===== config.mk =====
export PLATFORM = sky130hd
export DESIGN_NAME = can_host_bus_master_flat
export DESIGN_NICKNAME = d
export VERILOG_FILES = /design/src/rtl/can_host_bus_master_if.sv /design/src/rtl/can_host_bus_master.sv /design/src/flat_wrapper.sv
export SDC_FILE = /design/constraint.sdc
export NUM_CORES = 1
export LEC_CHECK = 0
export BUFFER_PORTS_ARGS = -buffer_cell sky130_fd_sc_hd__buf_2
export CAP_MARGIN = 15
export CORE_MARGIN = 2
export CORE_UTILIZATION = 45
export DETAILED_ROUTE_END_ITERATION = 16
export GPL_TIMING_DRIVEN = 0
export PLACE_DENSITY = 0.74
export SLEW_MARGIN = 0
export SYNTH_ARGS = -nofsm -noshare
export SYNTH_HDL_FRONTEND = slang
export SYNTH_SLANG_ARGS = --single-unit
export TNS_END_PERCENT = 5

===== constraint.sdc =====
create_clock -name clk_i -period 2 [get_ports clk_i]
set_clock_uncertainty 0.05 [all_clocks]
set_input_delay 0.4 -clock clk_i [delete_from_list [all_inputs] [get_ports clk_i]]
set_output_delay 0.4 -clock clk_i [all_outputs]
set_load 0.005 [all_outputs]

===== src/rtl/can_host_bus_master_if.sv =====
`default_nettype none
//==============================================================================
// Module   : can_host_bus_master_if
// Brief    : Host request port plus multiplexed-AD controller pins of the CAN host bus master.
// Revision : 1.0 - initial release
//==============================================================================
interface can_host_bus_master_if #(
    parameter int DW  = 8,
    parameter int NCH = 2
);
    localparam int C_CHW = $clog2(NCH) + 1;

    logic              req;
    logic              we;
    logic [C_CHW-1:0]  chsel;
    logic [DW-1:0]     addr;
    logic [DW-1:0]     wdata;
    logic              ack;
    logic              err;
    logic [DW-1:0]     rdata;
    logic              busy;

    logic [DW-1:0]     ad_o;
    logic              ad_oe;
    logic [DW-1:0]     ad_i;
    logic              ale;
    logic [NCH-1:0]    cs_n;
    logic              rd_n;
    logic              wr_n;
    logic              mode;
    logic [NCH-1:0]    int_n;
    logic [NCH-1:0]    irq;

    modport master (
        input  req, we, chsel, addr, wdata, ad_i, int_n,
        output ack, err, rdata, busy, ad_o, ad_oe, ale, cs_n, rd_n, wr_n, mode, irq
    );

    modport slave (
        output req, we, chsel, addr, wdata, ad_i, int_n,
        input  ack, err, rdata, busy, ad_o, ad_oe, ale, cs_n, rd_n, wr_n, mode, irq
    );
endinterface
`default_nettype wire


===== src/rtl/can_host_bus_master.sv =====
`default_nettype none
//==============================================================================
// Module   : can_host_bus_master
// Brief    : Intel-mode host bus master for SJA1000-class CAN controllers; optional
//            2-flop INT_N synchroniser enabled by CAN_HBM_INT_SYNC_EN.
// Revision : 1.0 - initial release
//==============================================================================
module can_host_bus_master #(
    parameter int DW    = 8,
    parameter int NCH   = 2,
    parameter int T_ALE = 2,
    parameter int T_WS  = 3,
    parameter int T_REC = 2
) (
    input wire                    clk_i,
    input wire                    rst_ni,
    can_host_bus_master_if.master bus
);
    localparam int C_CHW  = $clog2(NCH) + 1;
    localparam int C_TMAX = (T_ALE > T_WS) ? ((T_ALE > T_REC) ? T_ALE : T_REC)
                                           : ((T_WS > T_REC) ? T_WS : T_REC);
    localparam int C_CW   = $clog2(C_TMAX) + 1;

    localparam logic [C_CW-1:0]  C_ALE_LD = C_CW'(T_ALE - 1);
    localparam logic [C_CW-1:0]  C_WS_LD  = C_CW'(T_WS - 1);
    localparam logic [C_CW-1:0]  C_REC_LD = C_CW'(T_REC - 1);
    localparam logic [C_CW-1:0]  C_ONE    = C_CW'(1);
    localparam logic [C_CHW-1:0] C_NCH    = C_CHW'(NCH);
    localparam logic [NCH-1:0]   C_CS_ONE = NCH'(1);

    typedef enum logic [2:0] {
        S_IDLE  = 3'd0,
        S_ADDR  = 3'd1,
        S_HOLD  = 3'd2,
        S_STRB  = 3'd3,
        S_RECOV = 3'd4
    } state_t;

    state_t           state_q;
    logic [C_CW-1:0]  cnt_q;
    logic             we_q;
    logic [C_CHW-1:0] ch_q;
    logic [DW-1:0]    wdata_q;
    logic             ack_q;
    logic             err_q;
    logic             busy_q;
    logic             ale_q;
    logic             ad_oe_q;
    logic [DW-1:0]    ad_o_q;
    logic [NCH-1:0]   cs_n_q;
    logic             rd_n_q;
    logic             wr_n_q;
    logic [DW-1:0]    rdata_q;
    logic [NCH-1:0]   irq_q;

    logic             start_d;
    logic [NCH-1:0]   cs_n_d;

    // The last recovery cycle also samples req, so a held request restarts T_REC cycles after ack.
    assign start_d = bus.req && ((state_q == S_IDLE) ||
                                 ((state_q == S_RECOV) && (cnt_q == '0)));
    assign cs_n_d  = ~(C_CS_ONE << ch_q);

    always_ff @(posedge clk_i) begin
        if (!rst_ni) begin
            state_q <= S_IDLE;
            cnt_q   <= '0;
            we_q    <= 1'b0;
            ch_q    <= '0;
            wdata_q <= '0;
            ack_q   <= 1'b0;
            err_q   <= 1'b0;
            busy_q  <= 1'b0;
            ale_q   <= 1'b0;
            ad_oe_q <= 1'b0;
            ad_o_q  <= '0;
            cs_n_q  <= '1;
            rd_n_q  <= 1'b1;
            wr_n_q  <= 1'b1;
            rdata_q <= '0;
        end else begin
            ack_q <= 1'b0;
            err_q <= 1'b0;
            if (start_d) begin
                we_q    <= bus.we;
                ch_q    <= bus.chsel;
                wdata_q <= bus.wdata;
                busy_q  <= 1'b1;
                if (bus.chsel >= C_NCH) begin
                    state_q <= S_RECOV;
                    cnt_q   <= C_REC_LD;
                    ack_q   <= 1'b1;
                    err_q   <= 1'b1;
                end else begin
                    state_q <= S_ADDR;
                    cnt_q   <= C_ALE_LD;
                    ale_q   <= 1'b1;
                    ad_oe_q <= 1'b1;
                    ad_o_q  <= bus.addr;
                end
            end else begin
                case (state_q)
                    S_IDLE: busy_q <= 1'b0;
                    S_ADDR: begin
                        if (cnt_q == '0) begin
                            state_q <= S_HOLD;
                            ale_q   <= 1'b0;
                        end else begin
                            cnt_q <= cnt_q - C_ONE;
                        end
                    end
                    S_HOLD: begin
                        state_q <= S_STRB;
                        cnt_q   <= C_WS_LD;
                        cs_n_q  <= cs_n_d;
                        if (we_q) begin
                            wr_n_q <= 1'b0;
                            ad_o_q <= wdata_q;
                        end else begin
                            rd_n_q  <= 1'b0;
                            ad_oe_q <= 1'b0;
                        end
                    end
                    S_STRB: begin
                        if (cnt_q == '0) begin
                            if (!we_q) begin
                                rdata_q <= bus.ad_i;
                            end
                            state_q <= S_RECOV;
                            cnt_q   <= C_REC_LD;
                            cs_n_q  <= '1;
                            rd_n_q  <= 1'b1;
                            wr_n_q  <= 1'b1;
                            ad_oe_q <= 1'b0;
                            ack_q   <= 1'b1;
                        end else begin
                            cnt_q <= cnt_q - C_ONE;
                        end
                    end
                    S_RECOV: begin
                        if (cnt_q == '0) begin
                            state_q <= S_IDLE;
                            busy_q  <= 1'b0;
                        end else begin
                            cnt_q <= cnt_q - C_ONE;
                        end
                    end
                    default: state_q <= S_IDLE;
                endcase
            end
        end
    end

`ifdef CAN_HBM_INT_SYNC_EN
    logic [NCH-1:0] int_meta_q;

    always_ff @(posedge clk_i) begin
        if (!rst_ni) begin
            int_meta_q <= '0;
            irq_q      <= '0;
        end else begin
            int_meta_q <= ~bus.int_n;
            irq_q      <= int_meta_q;
        end
    end
`else
    always_ff @(posedge clk_i) begin
        if (!rst_ni) begin
            irq_q <= '0;
        end else begin
            irq_q <= ~bus.int_n;
        end
    end
`endif

    assign bus.ack   = ack_q;
    assign bus.err   = err_q;
    assign bus.rdata = rdata_q;
    assign bus.busy  = busy_q;
    assign bus.ad_o  = ad_o_q;
    assign bus.ad_oe = ad_oe_q;
    assign bus.ale   = ale_q;
    assign bus.cs_n  = cs_n_q;
    assign bus.rd_n  = rd_n_q;
    assign bus.wr_n  = wr_n_q;
    assign bus.mode  = 1'b1;
    assign bus.irq   = irq_q;
endmodule
`default_nettype wire


===== src/flat_wrapper.sv =====
// flat-port wrapper written by rule: the top's interface ports become plain ports
module can_host_bus_master_flat 
#(
    parameter int DW    = 8,
    parameter int NCH   = 2,
    parameter int T_ALE = 2,
    parameter int T_WS  = 3,
    parameter int T_REC = 2
)
  (clk_i, rst_ni, bus_req, bus_we, bus_chsel, bus_addr, bus_wdata, bus_ad_i, bus_int_n, bus_ack, bus_err, bus_rdata, bus_busy, bus_ad_o, bus_ad_oe, bus_ale, bus_cs_n, bus_rd_n, bus_wr_n, bus_mode, bus_irq);
  can_host_bus_master_if #(.DW(DW), .NCH(NCH)) bus_i ();
  input wire clk_i;
  input wire rst_ni;
  input wire logic [$bits(bus_i.req)-1:0] bus_req;
  input wire logic [$bits(bus_i.we)-1:0] bus_we;
  input wire logic [$bits(bus_i.chsel)-1:0] bus_chsel;
  input wire logic [$bits(bus_i.addr)-1:0] bus_addr;
  input wire logic [$bits(bus_i.wdata)-1:0] bus_wdata;
  input wire logic [$bits(bus_i.ad_i)-1:0] bus_ad_i;
  input wire logic [$bits(bus_i.int_n)-1:0] bus_int_n;
  output wire logic [$bits(bus_i.ack)-1:0] bus_ack;
  output wire logic [$bits(bus_i.err)-1:0] bus_err;
  output wire logic [$bits(bus_i.rdata)-1:0] bus_rdata;
  output wire logic [$bits(bus_i.busy)-1:0] bus_busy;
  output wire logic [$bits(bus_i.ad_o)-1:0] bus_ad_o;
  output wire logic [$bits(bus_i.ad_oe)-1:0] bus_ad_oe;
  output wire logic [$bits(bus_i.ale)-1:0] bus_ale;
  output wire logic [$bits(bus_i.cs_n)-1:0] bus_cs_n;
  output wire logic [$bits(bus_i.rd_n)-1:0] bus_rd_n;
  output wire logic [$bits(bus_i.wr_n)-1:0] bus_wr_n;
  output wire logic [$bits(bus_i.mode)-1:0] bus_mode;
  output wire logic [$bits(bus_i.irq)-1:0] bus_irq;
  assign bus_i.req = bus_req;
  assign bus_i.we = bus_we;
  assign bus_i.chsel = bus_chsel;
  assign bus_i.addr = bus_addr;
  assign bus_i.wdata = bus_wdata;
  assign bus_i.ad_i = bus_ad_i;
  assign bus_i.int_n = bus_int_n;
  assign bus_ack = bus_i.ack;
  assign bus_err = bus_i.err;
  assign bus_rdata = bus_i.rdata;
  assign bus_busy = bus_i.busy;
  assign bus_ad_o = bus_i.ad_o;
  assign bus_ad_oe = bus_i.ad_oe;
  assign bus_ale = bus_i.ale;
  assign bus_cs_n = bus_i.cs_n;
  assign bus_rd_n = bus_i.rd_n;
  assign bus_wr_n = bus_i.wr_n;
  assign bus_mode = bus_i.mode;
  assign bus_irq = bus_i.irq;
  can_host_bus_master #(.DW(DW), .NCH(NCH), .T_ALE(T_ALE), .T_WS(T_WS), .T_REC(T_REC)) u_core (.clk_i(clk_i), .rst_ni(rst_ni), .bus(bus_i));
endmodule

Yosys cells after proc, flatten, opt, wreduce, memory -nomap -nowiden. Cells that the tools add are included.

Register bits after elaboration: 44. Input bits: 32.

Add/sub/neg operators: 1. Magnitude comparators: 1. Equal/unequal tests: 15. Shift-type cells: 1. Multiplexer cells: 33. Bitwise logic cells: 5. Reductions and logical operators: 28.

Operator list (count): 8-bit 2-to-1 mux (4); 3-bit 2-to-1 mux (7); 4-bit AND reduction (5); 3-bit case mux with 5 select lines (1); 1-bit 2-to-1 mux (14); 2-bit nonzero test (5); 3-bit case mux with 3 select lines (1); 3-bit AND reduction (3); 3-bit nonzero test (3); 1-bit case mux with 2 select lines (4); 2-bit AND reduction (4); 3-bit by 2-bit equality test with 1-bit output, second input constant (2); 3-bit zero test (2); 2-bit by 1-bit != test with 1-bit output, second input constant (3); 2-bit != test, second input constant (3); 3-bit by 1-bit != test with 1-bit output, second input constant (2); 3-bit by 2-bit != test with 1-bit output, second input constant (2); 2-bit inverter (2); 2-bit case mux with 2 select lines (1); 4-bit nonzero test (1); 2-bit OR reduction (2); 3-bit by 1-bit equality test with 1-bit output, second input constant (1); 3-bit equality test, second input constant (1); 3-bit != test, second input constant (1); 7 further kinds (10).

Depth between registers and ports, before layout.
Depth after elaboration: 6. Gate-level depth with buffers: 8. Mapped depth without buffers: 6.

Worst setup path before layout. No wires, ideal clock.

Kind: flip-flop to flip-flop. Start point: reg u_core.cnt_q[0]. End point: reg u_core.cnt_q[1]. Setup time: 0.058 ns. Data arrival time: 1.642 ns. Path slack: 0.250 ns. Cell stages (with the launch flop): 8. Path buffers: 1. Clock period less this slack: 1.750 ns. Cells stage by stage: dfxtp_1 > inv_1 > ha_1 > nand2b_1 > buf_2 > mux2_1 > a211oi_1 > o211a_1.

Longest elaborated chain between the ends: 5. Elaborated cells on any way between the ends: 11.

Ends and longest elaborated chain: start: declaration (line can_host_bus_master.sv:40) `logic [C_CW-1:0] cnt_q;`; start signal: assignment (line can_host_bus_master.sv:109) `cnt_q <= cnt_q - C_ONE;`; start signal: assignment (line can_host_bus_master.sv:137) `cnt_q <= cnt_q - C_ONE;`; start signal: assignment (line can_host_bus_master.sv:145) `cnt_q <= cnt_q - C_ONE;`; parallel branches: the longest is 5 deep, another holds 3-bit by 1-bit subtractor with 3-bit output.

Several ways; the timed one is not identified. The select of a mux whose other input is x is not followed. A chain may end at the register's enable or synchronous reset.

Worst setup path in the final report. Ends and elaborated chain as after synthesis.

==> flow_metrics.env <==
export IMPL_cap_viol_max_count=0
export IMPL_ys_flop_type="dfxtp_1"
export IMPL_cp_start_kind="flip-flop"
export IMPL_arrival_ns=2.07
export IMPL_tightest_slew_ns=0.6103
export IMPL_nNetsFinal=317
export IMPL_fin_crit_sh_pct=93.93
export IMPL_synth_edf_count=0
export IMPL_grt_max_degree=14
export IMPL_rows=23
export IMPL_grt_first_pass_wirelength_um=7486
export IMPL_fin_tns_setup_ns=0
export IMPL_max_freq_ghz=0.5323
export IMPL_drt_iter0_drc=80
export IMPL_layout_drive_gt1_share_pct=32.51
export IMPL_finalWorstPathRequiredPeriod_ns=1.879
export IMPL_synth_cell_types=50
export IMPL_layout_commonest_cell="buf_2"
export IMPL_ys_warn_count=0
export IMPL_dp_cells=324
export IMPL_initial_core_util_pct=47.92
export IMPL_viasPerCell=5.267
export IMPL_htree_levels=2
export IMPL_wl_per_cell_um=13.44
export IMPL_synth_cells=217
export IMPL_clk_pin_slew_ns=0.08
export IMPL_final_cell_mix="buf_2, dfxtp_1, nand2_1, a21oi_1, nor2_1"
export IMPL_wirelength_um=4474
export IMPL_end_kind="flip-flop"
export IMPL_io_buffers=57
export IMPL_dp_hpwl_um=3230
export IMPL_outcome="completed"
export IMPL_grt_ovfl_total=0
export IMPL_maxSlewViolCount=0
export IMPL_cts_root_buffer="clkbuf_8"
export IMPL_instances_no_fill=333
export IMPL_syn_nets=251
export IMPL_grtUsageTotal_pct=18.87
export IMPL_final_core_util_pct=59.19
export IMPL_core_area_um2=4086
export IMPL_vias=1754
export IMPL_timing_final_hold_violations=0
export IMPL_clockBufferDepth=2
export IMPL_grt_pass1_vias=1692
export IMPL_clock_latency_ns=0.30
export IMPL_dieArea_um2=4895
export IMPL_timing_worst_setup_path_type="reg -> reg"
export IMPL_diodes=0
export IMPL_cts_made_buffers=5
export IMPL_setup_viol=0
export IMPL_ys_ff_latch=44
export IMPL_boundaryPins=60
export IMPL_gp_congestion=0.8832
export IMPL_first_pass_iters=4
export IMPL_holdCritPathClass="in -> reg"
export IMPL_leakage_nw=1.099
export IMPL_ys_seq_area_share_pct=44.98
export IMPL_drt_antenna_violating_nets=0
export IMPL_die_w_um=69.97
export IMPL_area_growth_pct=23.51
export IMPL_pre_cts_slack_ns=-0.03953
export IMPL_antenna_found_initial=0
export IMPL_grt_setup_unrepaired="yes"
export IMPL_critical_path_peak_fanout=10
export IMPL_powerDensity_nw_per_um2=1253
export IMPL_die_h_um=69.97
export IMPL_async_flop_share_pct=0
export IMPL_cp_required_ns=2.19
export IMPL_syn_area_um2=1958
export IMPL_setup_slack_ns=0.1215
export IMPL_power_mw=3.029
export IMPL_avgSynthCellArea_um2=9.024
export IMPL_drc=0
export IMPL_ir_drop_mv=0.6798
export IMPL_tritoncts="built"
export IMPL_cts_sinks=44
export IMPL_max_slew_margin_pct=59.31
## stage by stage
step | hold WS [ns] | area (um^2)
after floorplan | 0.3996 | 1958
after global placement | 0.4021 | 2306
after CTS | 0.1882 | 2391
final | 0.1923 | 2419
after detailed placement | 0.4166 | 2306
after global routing | 0.2012 | 2419
## metal layers
| metal | up-vias | routed length (um) | share of wire [%] | GRT usage [%] |
|---|---|---|---|---|
| li1 | 899 | - | - | - |
| met1 | 789 | 1983 | 44 | 23.22 |
| met2 | 60 | 2120 | 47 | 31.32 |
| met3 | 6 | 272 | 6.1 | 4.473 |
| met4 | 0 | 98 | 2.2 | 8.333 |
| met5 | - | 0 | 0 | 0 |
## worst max-delay path: stages (launching register included)
cell      delay, ns
dfxtp_1        0.35
inv_1          0.06
ha_1           0.25
nand2b_1       0.17
buf_4          0.21
mux2_1         0.34
a211oi_1       0.23
o211a_1        0.16
## report_power, final
part	internal (mW)	total [mW]	leakage [nW]	switching, mW
sequential	1.05	1.14	0.360	0.0877
clock	0.237	0.533	0.0400	0.296
combinational	0.577	1.36	0.699	0.781
## timing repair
item / CTS / global route
setup endpoints to repair: 9 / 23
pin swaps: 0 / 2
setup buffers: 0 / 2
hold buffers: 0 / 0
gates resized for setup: 2 / 5
## layout make-up
type | instances | area (um^2)
Multi-Input combinational cell | 150 | 967.2
Clock inverter | 2 | 12.51
Sequential cell | 44 | 880.8
Timing Repair Buffer | 59 | 300.3
Tap cell | 50 | 62.56
Clock buffer | 5 | 68.82
Fill cell | 383 | 1668
Buffer | 18 | 107.6
Inverter | 5 | 18.77
## synthesized netlist by cell type (2+ instances only)
cell type,instances,area (um^2)
nor3_1,10,50.05
mux2i_1,8,80.08
buf_4,2,15.01
inv_2,2,7.510
nor3b_1,2,15.01
buf_1,2,7.510
a311oi_2,8,120.1
o22ai_1,2,12.51
inv_1,3,11.26
clkbuf_1,5,18.77
nor2b_1,6,37.54
a21oi_1,17,85.08
o21ai_1,4,20.02
nand2b_1,2,12.51
nor2_1,15,56.30
o21a_1,2,15.01
a211oi_1,2,15.01
nand2_1,38,142.6
buf_2,7,35.03
o21ai_0,5,25.02
buf_6,2,22.52
ha_1,2,25.02
dfxtp_1,44,880.8
## final timing paths
check | to | slack, ns | depth (start not counted) | start
setup / recovery | u_core.cnt_q[1]$_SDFFE_PP0P_ | 0.12 | 7 | u_core.cnt_q[0]$_SDFFE_PN0P_
hold / removal | u_core.bus.irq[1]$_SDFF_PN0_ | 0.19 | 2 | bus_int_n[1]
setup reg to reg | u_core.cnt_q[1]$_SDFFE_PP0P_ | 0.12 | 7 | u_core.cnt_q[0]$_SDFFE_PN0P_
hold reg to reg | u_core.ch_q[1]$_SDFFE_PN0P_ | 0.43 | 2 | u_core.ch_q[1]$_SDFFE_PN0P_
## state kept, by name, indices dropped and copies added (netlist names)
name and count:
u_core.bus.rdata 8, u_core.cnt_q 3, u_core.bus.cs_n 2, u_core.bus.irq 2
u_core.bus.ack 1, u_core.we_q 1, u_core.bus.wr_n 1, u_core.bus.ad_o 8
u_core.bus.rd_n 1, u_core.wdata_q 8, u_core.bus.err 1, u_core.state_q 3
u_core.bus.busy 1, u_core.ch_q 2, u_core.bus.ad_oe 1, u_core.bus.ale 1
## cell families (layout without fill, tap and decap cells)
kind of cell,Yosys count,after routing,share of synthesized area [%]
buffers and inverters,23,89,6.006
AND/OR/NAND/NOR,83,83,20.13
multiplexers,9,9,4.665
flip-flops,44,44,44.98
other,1,1,0.1915
adder cells (fa/ha/maj),2,2,1.278
XOR/XNOR,1,1,0.4474
AO/OA/AOI/OAI,54,54,22.30
(Power assumes the default switching activity.)
